$ cat src/rtl/spi_pkg.sv
// Shared SPI constants and the responder state encoding.
package spi_pkg;

    localparam int unsigned CMD_RW_BIT = 7;
    localparam int unsigned CMD_ADDR_W = 7;
    localparam int unsigned SPI_BYTE_W = 8;

    typedef enum logic [1:0] {
        ST_IDLE = 2'd0,
        ST_CMD  = 2'd1,
        ST_DATA = 2'd2
    } spi_state_e;

endpackage

$ cat src/rtl/spi_sync_edge.sv
// Synchronizer for an asynchronous pin: STAGES flop chain, then a
// previous-value flop, with registered one-cycle rise/fall pulses.
// A pin transition shows up as a pulse STAGES+1 cycles later.
module spi_sync_edge #(
    parameter int unsigned STAGES    = 2,
    parameter logic        RESET_VAL = 1'b0
) (
    input  logic clk,
    input  logic rst,
    input  logic din_i,
    output logic level_o,
    output logic rise_o,
    output logic fall_o
);

    logic [STAGES-1:0] sync_q;
    logic              prev_q;
    logic              rise_q;
    logic              fall_q;

    // Shift the pin through the chain and register edge pulses.
    always_ff @(posedge clk) begin
        if (rst) begin
            sync_q <= {STAGES{RESET_VAL}};
            prev_q <= RESET_VAL;
            rise_q <= 1'b0;
            fall_q <= 1'b0;
        end else begin
            sync_q <= {sync_q[STAGES-2:0], din_i};
            prev_q <= sync_q[STAGES-1];
            rise_q <= sync_q[STAGES-1] & ~prev_q;
            fall_q <= ~sync_q[STAGES-1] & prev_q;
        end
    end

    assign level_o = sync_q[STAGES-1];
    assign rise_o  = rise_q;
    assign fall_o  = fall_q;

endmodule

$ cat src/rtl/spi_reg_target.sv
// SPI mode-0 responder with an addressable 8-bit register bank.
// Optional macro SPI_REG_TARGET_AUTOINC_EN: address advances after every
// data byte; otherwise the address stays fixed for the whole frame.
module spi_reg_target
    import spi_pkg::*;
#(
    parameter int unsigned NREGS       = 16,
    parameter int unsigned SYNC_STAGES = 2
) (
    input  logic                  clk,
    input  logic                  rst,
    input  logic                  sclk,
    input  logic                  cs,
    input  logic                  mosi,
    output logic                  miso,
    output logic [NREGS*8-1:0]    regs_flat,
    output logic                  wr_stb,
    output logic [CMD_ADDR_W-1:0] wr_addr,
    output logic [SPI_BYTE_W-1:0] wr_data,
    output logic                  frame_active
);

`ifdef SPI_REG_TARGET_AUTOINC_EN
    localparam bit AUTOINC = 1'b1;
`else
    localparam bit AUTOINC = 1'b0;
`endif

    localparam logic [7:0] NREGS_W = 8'(NREGS);

    logic sclk_lvl, sclk_rise_raw, sclk_fall_raw, sclk_rise, sclk_fall;
    logic cs_lvl, cs_rise, cs_fall;
    logic [SYNC_STAGES-1:0] mosi_sync_q;
    logic mosi_lvl;

    spi_sync_edge #(.STAGES(SYNC_STAGES), .RESET_VAL(1'b0)) u_sclk_sync (
        .clk     (clk),
        .rst     (rst),
        .din_i   (sclk),
        .level_o (sclk_lvl),
        .rise_o  (sclk_rise_raw),
        .fall_o  (sclk_fall_raw)
    );

    spi_sync_edge #(.STAGES(SYNC_STAGES), .RESET_VAL(1'b1)) u_cs_sync (
        .clk     (clk),
        .rst     (rst),
        .din_i   (cs),
        .level_o (cs_lvl),
        .rise_o  (cs_rise),
        .fall_o  (cs_fall)
    );

    // A pulse whose level has already reverted was a glitch; drop it.
    assign sclk_rise = sclk_rise_raw & sclk_lvl;
    assign sclk_fall = sclk_fall_raw & ~sclk_lvl;

    // MOSI needs only a synchronized level.
    always_ff @(posedge clk) begin
        if (rst) mosi_sync_q <= '0;
        else     mosi_sync_q <= {mosi_sync_q[SYNC_STAGES-2:0], mosi};
    end
    assign mosi_lvl = mosi_sync_q[SYNC_STAGES-1];

    // After reset the synchronizers hold reset values, not pin samples.
    // Frames are only accepted once the chain has settled and cs has been
    // seen high, so a reset in the middle of a frame ignores its remainder.
    logic [SYNC_STAGES+1:0] settle_q;
    logic                   armed_q;
    logic                   settled;
    assign settled = settle_q[SYNC_STAGES+1];

    // Track synchronizer settling and cs-high arming.
    always_ff @(posedge clk) begin
        if (rst) begin
            settle_q <= '0;
            armed_q  <= 1'b0;
        end else begin
            settle_q <= {settle_q[SYNC_STAGES:0], 1'b1};
            armed_q  <= armed_q | (settled & cs_lvl);
        end
    end

    spi_state_e            state_q, state_d;
    logic [2:0]            bit_cnt_q, bit_cnt_d;
    logic [6:0]            rx_q, rx_d;
    logic [SPI_BYTE_W-1:0] tx_q, tx_d;
    logic                  hold_q, hold_d;
    logic                  rw_q, rw_d;
    logic [CMD_ADDR_W-1:0] addr_q, addr_d;
    logic [SPI_BYTE_W-1:0] regs_q [NREGS];
    logic [SPI_BYTE_W-1:0] regs_d [NREGS];
    logic                  wr_stb_q, wr_stb_d;
    logic [CMD_ADDR_W-1:0] wr_addr_q, wr_addr_d;
    logic [SPI_BYTE_W-1:0] wr_data_q, wr_data_d;

    logic [SPI_BYTE_W-1:0] byte_in;
    logic [CMD_ADDR_W-1:0] next_addr;
    logic [CMD_ADDR_W-1:0] rd_addr;
    logic [SPI_BYTE_W-1:0] rd_data;
    logic                  addr_in_range;

    // State register and datapath registers.
    always_ff @(posedge clk) begin
        if (rst) begin
            state_q   <= ST_IDLE;
            bit_cnt_q <= '0;
            rx_q      <= '0;
            tx_q      <= '0;
            hold_q    <= 1'b0;
            rw_q      <= 1'b0;
            addr_q    <= '0;
            regs_q    <= '{default: '0};
            wr_stb_q  <= 1'b0;
            wr_addr_q <= '0;
            wr_data_q <= '0;
        end else begin
            state_q   <= state_d;
            bit_cnt_q <= bit_cnt_d;
            rx_q      <= rx_d;
            tx_q      <= tx_d;
            hold_q    <= hold_d;
            rw_q      <= rw_d;
            addr_q    <= addr_d;
            regs_q    <= regs_d;
            wr_stb_q  <= wr_stb_d;
            wr_addr_q <= wr_addr_d;
            wr_data_q <= wr_data_d;
        end
    end

    // Next-state, bit shifting, register write and read reload.
    always_comb begin
        state_d   = state_q;
        bit_cnt_d = bit_cnt_q;
        rx_d      = rx_q;
        tx_d      = tx_q;
        hold_d    = hold_q;
        rw_d      = rw_q;
        addr_d    = addr_q;
        regs_d    = regs_q;
        wr_stb_d  = 1'b0;
        wr_addr_d = wr_addr_q;
        wr_data_d = wr_data_q;

        byte_in       = {rx_q, mosi_lvl};
        next_addr     = AUTOINC ? addr_q + 7'd1 : addr_q;
        addr_in_range = ({1'b0, addr_q} < NREGS_W);
        rd_addr       = (state_q == ST_CMD) ? byte_in[CMD_ADDR_W-1:0] : next_addr;
        rd_data       = '0;
        for (int unsigned i = 0; i < NREGS; i++) begin
            if (rd_addr == 7'(i)) rd_data = regs_q[i];
        end

        case (state_q)
            ST_IDLE: begin
                if (cs_fall && armed_q && settled) begin
                    state_d   = ST_CMD;
                    bit_cnt_d = '0;
                    rx_d      = '0;
                    tx_d      = '0;
                    hold_d    = 1'b0;
                end
            end
            default: begin
                // cs rise wins over a same-cycle 8th sclk rise: abort, no write.
                if (cs_rise) begin
                    state_d   = ST_IDLE;
                    bit_cnt_d = '0;
                    tx_d      = '0;
                    hold_d    = 1'b0;
                end else begin
                    if (sclk_fall) begin
                        if (hold_q) hold_d = 1'b0;
                        else        tx_d   = {tx_q[SPI_BYTE_W-2:0], 1'b0};
                    end
                    if (sclk_rise) begin
                        rx_d      = byte_in[6:0];
                        bit_cnt_d = bit_cnt_q + 3'd1;
                        if (bit_cnt_q == 3'd7) begin
                            hold_d = 1'b1;
                            if (state_q == ST_CMD) begin
                                state_d = ST_DATA;
                                rw_d    = byte_in[CMD_RW_BIT];
                                addr_d  = byte_in[CMD_ADDR_W-1:0];
                                tx_d    = byte_in[CMD_RW_BIT] ? rd_data : '0;
                            end else begin
                                if (!rw_q && addr_in_range) begin
                                    for (int unsigned i = 0; i < NREGS; i++) begin
                                        if (addr_q == 7'(i)) regs_d[i] = byte_in;
                                    end
                                    wr_stb_d  = 1'b1;
                                    wr_addr_d = addr_q;
                                    wr_data_d = byte_in;
                                end
                                addr_d = next_addr;
                                tx_d   = rw_q ? rd_data : '0;
                            end
                        end
                    end
                end
            end
        endcase
    end

    // Flatten the register bank onto the output bus.
    always_comb begin
        for (int unsigned i = 0; i < NREGS; i++) begin
            regs_flat[i*8 +: 8] = regs_q[i];
        end
    end

    assign miso         = (state_q != ST_IDLE) ? tx_q[SPI_BYTE_W-1] : 1'b0;
    assign wr_stb       = wr_stb_q;
    assign wr_addr      = wr_addr_q;
    assign wr_data      = wr_data_q;
    assign frame_active = (state_q != ST_IDLE);

endmodule

$ cat config.mk
export PLATFORM = sky130hd
export DESIGN_NAME = spi_reg_target
export DESIGN_NICKNAME = d
export VERILOG_FILES = /design/src/rtl/spi_pkg.sv /design/src/rtl/spi_sync_edge.sv /design/src/rtl/spi_reg_target.sv
export SDC_FILE = /design/constraint.sdc
export NUM_CORES = 1
export LEC_CHECK = 0
export ABC_AREA = 1
export BUFFER_PORTS_ARGS = -buffer_cell sky130_fd_sc_hd__buf_2
export CORE_UTILIZATION = 50
export DETAILED_ROUTE_END_ITERATION = 7
export PLACE_DENSITY = 0.8
export SLEW_MARGIN = 20
export SYNTH_ARGS = -nofsm -noshare
export SYNTH_HDL_FRONTEND = slang
export SYNTH_SLANG_ARGS = --single-unit
$ cat constraint.sdc
create_clock -name clk -period 2.6 [get_ports clk]
set_input_delay 0.65 -clock clk [delete_from_list [all_inputs] [get_ports clk]]
set_output_delay 0.65 -clock clk [all_outputs]
set_load 0.02 [all_outputs]
==> results.json, run 1 <==
{
  "outcome": "finished clean",
  "synth_area_um2": 7970,
  "whs_ps": 389,
  "synth.area.top_cells": "dfxtp_1 (48%), nand2_1 (7.8%), nor2_1 (7.3%)",
  "dieHeight_um": 128,
  "place_hpwl_um": 17900,
  "routed_wl_um": 25800,
  "gp_congestion": 0.926,
  "numClockSinks": 190,
  "gr-total-overflow": 0,
  "crit_type": "reg -> reg",
  "drc": 0,
  "avgSynthCellArea_um2": 7.56,
  "drive_gt1_share_pct": 24.1,
  "final_cells": 1456,
  "maxSlewViolCount": 0,
  "fin_tns_setup_ps": 0,
  "start_util_pct": 51.9,
  "grt_pass1_wl_um": 39400,
  "slowest_delay_ps": 340,
  "worstReg2RegStart": "state_q[1]",
  "cp_num_cells": 19,
  "relSlewSlack_pct": 63.4,
  "timing.rr.end": "tx_q[6]",
  "antenna_found_initial": 0,
  "chipWidth_um": 128,
  "syn_to_final_growth_pct": 24.2,
  "max_freq_mhz": 406,
  "dp.cells": 1419,
  "ff2ff_path_depth": 19,
  "rows": 45,
  "ios": 151,
  "routed_via_density": 5.58,
  "cts_root_buf": "clkbuf_16",
  "die-area_um2": 16500,
  "first_pass_iters": 6,
  "path_buf_inv": 3,
  "hp-class": "in -> reg",
  "worst_slack_ps": 138,
  "drt_iter0_markers": 901,
  "clk_pin_slew_worst_paths_ps": 70,
  "r2r_setup_slack_ps": 140,
  "cts_htree_levels": 4,
  "wire_per_inst_um": 17.7,
  "cp_top_family": "simple AND/OR/NAND/NOR gates",
  "crit_path_start_kind": "register",
  "cts_buffers": 17,
  "endpoint": "tx_q[6]",
  "yosysTopAreaCell": "dfxtp_1",
  "postSynthCellCount": 1054,
  "dp_slack_ps": -191,
  "io_buffers": 150,
  "crit_arrival_ps": 2780,
  "power_uw": 6190,
  "antenna_cells": 0,
  "layout_common_cells": "dfxtp_1 (188), nand2_1 (160), nor2_1 (149), buf_2 (149), a21oi_1 (106)",
  "synth_top_area_share_pct": 47.7,
  "critPathMaxFanout": 6,
  "ir_drop_v": 0.000457,
  "grt_max_degree": 82,
  "grt.total_usage_pct": 31.7,
  "ys_warn_count": 0,
  "clk_path_buf_depth": 2,
  "synth_fp_nets": 1061,
  "core_um2": 15400,
  "grt_pass1_vias": 7061,
  "synth.distinct_cells": 35,
  "crit_chain": "inv_2 > buf_4 > nand3_1 > nand2_2 > nand2_2 > nor2_4 > buf_4 > nand2_2 > nor2_1 > nor2_2 > nand4_1 > nor2_2 > nand4_1 > nor2_2 > nand4_1 > nand2_1 > nand2_1 > nand2_1 > a21oi_2",
  "drv_cap": 0,
  "mostFrequentLayoutCell": "dfxtp_1",
  "cp.required_ps": 2910,
  "worst_slew_pin_slew_ps": 547,
  "power_density_nw_per_um2": 626,
  "crit_path_start": "state_q[1]",
  "setup_viol_count_final": 0,
  "seq_area_frac_synth_pct": 47.7,
  "post-route-min-period_ps": 2460,
  "critPathSlowestCell": "dfxtp_2",
  "skew_ps": 10.1,
  "insertion_delay_ps": 440,
  "finalHoldViolCount": 0,
  "nets": 1240,
  "cts_tree": "done",
  "detail-route-antenna-nets": 0,
  "ys_ff_latch": 190,
  "vias": 8123,
  "worstSetupEndpointType": "register",
  "p_leak_uw": 0.00423,
  "min_period_over_period_pct": 94.7
}
## power by group
group / switching (µW) / internal, µW / leakage [µW]
clock network: 1160 / 1570 / 0.000296
registers: 20.2 / 2940 / 0.00153
logic: 374 / 144 / 0.00240
total: 1550 / 4650 / 0.00423
## how the worst min path moves through the flow
stage          slack, ps                  end            from  cells after the start
3_3_place_gp         390          settle_q[3]     settle_q[2]                      2
3_5_place_dp         400          settle_q[3]     settle_q[2]                      2
2_1_floorplan        390       mosi_sync_q[1]  mosi_sync_q[0]                      2
4_1_cts              380  u_cs_sync.sync_q[0]              cs                      2
6_report             390  u_cs_sync.sync_q[0]              cs                      2
5_1_grt              380  u_cs_sync.sync_q[0]              cs                      2
## layer usage
layer / vias to the layer above / GRT usage [%] / share of wire [%]
met1: 3706 / 45.2 / 44
met5: - / 0 / 0
li1: 3929 / - / -
met3: 70 / 6.97 / 9.7
met2: 418 / 46.8 / 44
met4: 0 / 11.3 / 2.9
## cell type report
cell class | instances | area (µm²)
multi-input combinational | 724 | 3650
clock inverter | 12 | 159
tap | 211 | 264
clock buffer | 19 | 453
sequential | 190 | 3810
fill | 1352 | 5470
inverter | 87 | 327
timing repair buffer | 213 | 1240
## synthesized netlist by cell type
master / n
inv_1: 76
a211oi_1: 75
o21bai_1: 1
o21ai_1: 3
nor2_1: 154
nand3_2: 1
o211ai_1: 2
buf_4: 1
nand3b_1: 1
or2_0: 3
a21oi_1: 106
o211a_1: 1
a21oi_2: 7
nand2_1: 165
nand4_1: 22
buf_6: 5
a31oi_1: 7
clkinv_1: 5
inv_2: 6
buf_1: 1
nor4_1: 2
o21ai_0: 82
or2_2: 3
nand2_4: 2
nor2_4: 5
nor2_2: 7
nand2_2: 7
buf_2: 13
nor3_1: 2
nor3b_1: 1
nand3_1: 61
o31ai_1: 1
dfxtp_1: 190
ha_1: 2
clkbuf_1: 34
## flip-flops by register name, indices dropped and copies added (netlist names), 2 cells and up
register,flops
wr_data,8
rx_q,7
wr_addr,7
u_cs_sync.sync_q,2
bit_cnt_q,3
addr_q,7
state_q,2
mosi_sync_q,2
settle_q,4
u_sclk_sync.sync_q,2
tx_q,8
regs_flat,128
## cell families after synthesis
group	after synthesis	synth area share (%)
AOI/OAI and AO/OA	285	20.9
adders and majority gates	2	0.314
buffers and inverters	141	7.36
DFF	190	47.7
and+or+nand+nor	436	23.7
## per-stage QoR
| stage | area, µm² | util, % |
|---|---|---|
| after global placement | 9190 | 59.8 |
| after global routing | 9900 | 64.4 |
| after floorplan | 7970 | - |
| after detailed placement | 9190 | 59.8 |
| after CTS | 9810 | 63.9 |
| final | 9900 | 64.4 |
## timing repair
item,4_1_cts,5_1_grt
hold buffers,0,0
gates cloned,0,1
setup buffers,1,5
resized for setup,10,12
pin swaps,6,8
endpoints found under the setup margin,4,9
Note: power is estimated with default switching activity, not from simulation.
==> run 2: changes to the inputs <==
--- a/config.mk
+++ b/config.mk
@@ -7,6 +7,7 @@
 export LEC_CHECK = 0
 export ABC_AREA = 1
 export BUFFER_PORTS_ARGS = -buffer_cell sky130_fd_sc_hd__buf_2
+export CORE_MARGIN = 2
 export CORE_UTILIZATION = 50
 export DETAILED_ROUTE_END_ITERATION = 7
 export PLACE_DENSITY = 0.8
==> run 2 against run 1 <==
The run now ends with design-rule violations left. Clock skew down 2.3 ps. Maximum frequency shrank 4.8%. Routed wire length rose by 3.2%. Clock power grew 5%. Sequential cell count stayed put. Combinational power increased by 6.8%. Largest power group unchanged.
==> results.json, run 2 (same netlist as run 1, synthesis figures left out) <==
{
  "outcome": "complete, but fails checks",
  "failed_checks": "design-rule violations",
  "first_pass_iters": 7,
  "switchingPower_uw": 1530,
  "finalHoldViolCount": 0,
  "skew_ps": 7.76,
  "mostFrequentLayoutCell": "dfxtp_1",
  "io_buffers": 150,
  "start_util_pct": 50.7,
  "fin_tns_setup_ps": 0,
  "crit_top_cell": "nand2_1",
  "pwr-share-seq_pct": 46.4,
  "slowest_delay_ps": 390,
  "comb_power_share_pct": 8.7,
  "crit_type": "reg -> reg",
  "largest_register_ffs": 128,
  "clk_path_buf_depth": 2,
  "crit_chain": "buf_4 > nand3_1 > nand2_2 > nand2_2 > nor2_4 > buf_4 > nand2_2 > buf_4 > nor2_1 > nor2_1 > nand4_1 > nand2_1 > nand4_1 > nor2_1 > nand4_1 > nand2_1 > nand2_1 > nand2_1 > a21oi_2",
  "gr-total-overflow": 0,
  "rsz0062_at_grt": "true",
  "crit_path_start_kind": "register",
  "cts_htree_levels": 4,
  "crit_arrival_ps": 2950,
  "maxSlewViolCount": 0,
  "max_freq_mhz": 387,
  "ir_drop_v": 0.000474,
  "insertion_delay_ps": 440,
  "drt_iter0_markers": 1001,
  "power_uw": 6370,
  "antenna_cells": 0,
  "power_frac_clock_pct": 44.9,
  "p_int_uw": 4840,
  "critPathMaxFanout": 9,
  "core_um2": 15700,
  "routed_wl_um": 26600,
  "routed_via_density": 5.63,
  "relSlewSlack_pct": 58.0,
  "hp-class": "in -> reg",
  "whs_ps": 396,
  "vias": 8233,
  "nets": 1242,
  "worst_slew_pin_slew_ps": 627,
  "power_density_nw_per_um2": 636,
  "p_leak_uw": 0.00424,
  "drv_cap": 0,
  "cts_buffers": 17,
  "grt_pass1_wl_um": 39300,
  "clk_pin_slew_worst_paths_ps": 60,
  "die-area_um2": 17000,
  "post-route-min-period_ps": 2590,
  "chipWidth_um": 130,
  "dieHeight_um": 130,
  "min_period_over_period_pct": 99.5,
  "layout_common_cells": "dfxtp_1 (188), nand2_1 (154), buf_2 (149)",
  "numClockSinks": 190,
  "drc": 1,
  "grt_max_degree": 50,
  "antenna_found_initial": 0,
  "drive_gt1_share_pct": 25.2,
  "setup_viol_count_final": 0,
  "detail-route-antenna-nets": 0,
  "grt_pass1_vias": 7112,
  "rows": 46,
  "ios": 151,
  "gp_congestion": 0.928,
  "cts_root_buf": "clkbuf_16",
  "syn_to_final_growth_pct": 25.6,
  "cts_tree": "done",
  "sw_frac_of_total_pct": 24.0,
  "wire_per_inst_um": 18.2,
  "worstSetupEndpointType": "register",
  "cp.required_ps": 2960,
  "place_hpwl_um": 18300,
  "grt.total_usage_pct": 30.5,
  "critPathSlowestCell": "dfxtp_4"
}
[run 2: path summary, 6_finish.rpt]
| check | from | end | slack (ps) | cells past startpoint |
|---|---|---|---|---|
| setup / recovery | state_q[0] | tx_q[1] | 10 | 19 |
| hold / removal | cs | u_cs_sync.sync_q[0] | 400 | 2 |
| setup reg to reg | state_q[0] | tx_q[1] | 10 | 19 |
| hold reg to reg | u_sclk_sync.sync_q[0] | u_sclk_sync.sync_q[1] | 400 | 2 |
[run 2: critical path: cells and delay by family, from the launching register on]
family / cells / cell delay, ps
and+or+nand+nor: 15 / 1490
buffers and inverters: 3 / 500
DFF: 1 / 390
AOI/OAI and AO/OA: 1 / 120
[run 2: repair_timing]
action	CTS	global route
buffers inserted	2	10
resized for setup	10	34
endpoints found under the setup margin	4	8
pin swaps	8	20
gates cloned	0	1
hold buffers	0	0
[run 2: per-stage QoR]
step	worst slack, ps	std cells	area [µm²]	utilization, %
final	13.8	1462	10000	63.7
after global routing	-124	1462	10000	63.7
after floorplan	552	1054	7970	-
after global placement	-192	1420	9150	58.2
after CTS	2.76	1451	9820	62.5
after detailed placement	-259	1420	9150	58.2
[run 2: power groups by stage]
stage | logic (µW) | clock network, µW | registers, µW
4_1_cts | 469 | 2860 | 2960
3_3_place_gp | 469 | 0 | 3020
6_report | 553 | 2860 | 2960
5_1_grt | 583 | 2990 | 2960
2_1_floorplan | 302 | 0 | 3020
3_5_place_dp | 474 | 0 | 3020
[run 2: layer usage]
| layer | vias up | share of wire (%) | global-route usage, % |
|---|---|---|---|
| li1 | 3937 | - | - |
| met1 | 3751 | 44 | 43.4 |
| met2 | 484 | 44 | 45.9 |
| met3 | 61 | 9.9 | 6.68 |
| met4 | 0 | 2.8 | 10.6 |
| met5 | - | 0 | 0 |
[run 2: cell type report]
class	count	area (µm²)
Sequential cell	190	3810
Multi-Input combinational cell	724	3700
Tap cell	216	270
Clock buffer	19	453
Clock inverter	11	190
Inverter	87	333
Fill cell	1364	5700
Timing Repair Buffer	215	1250
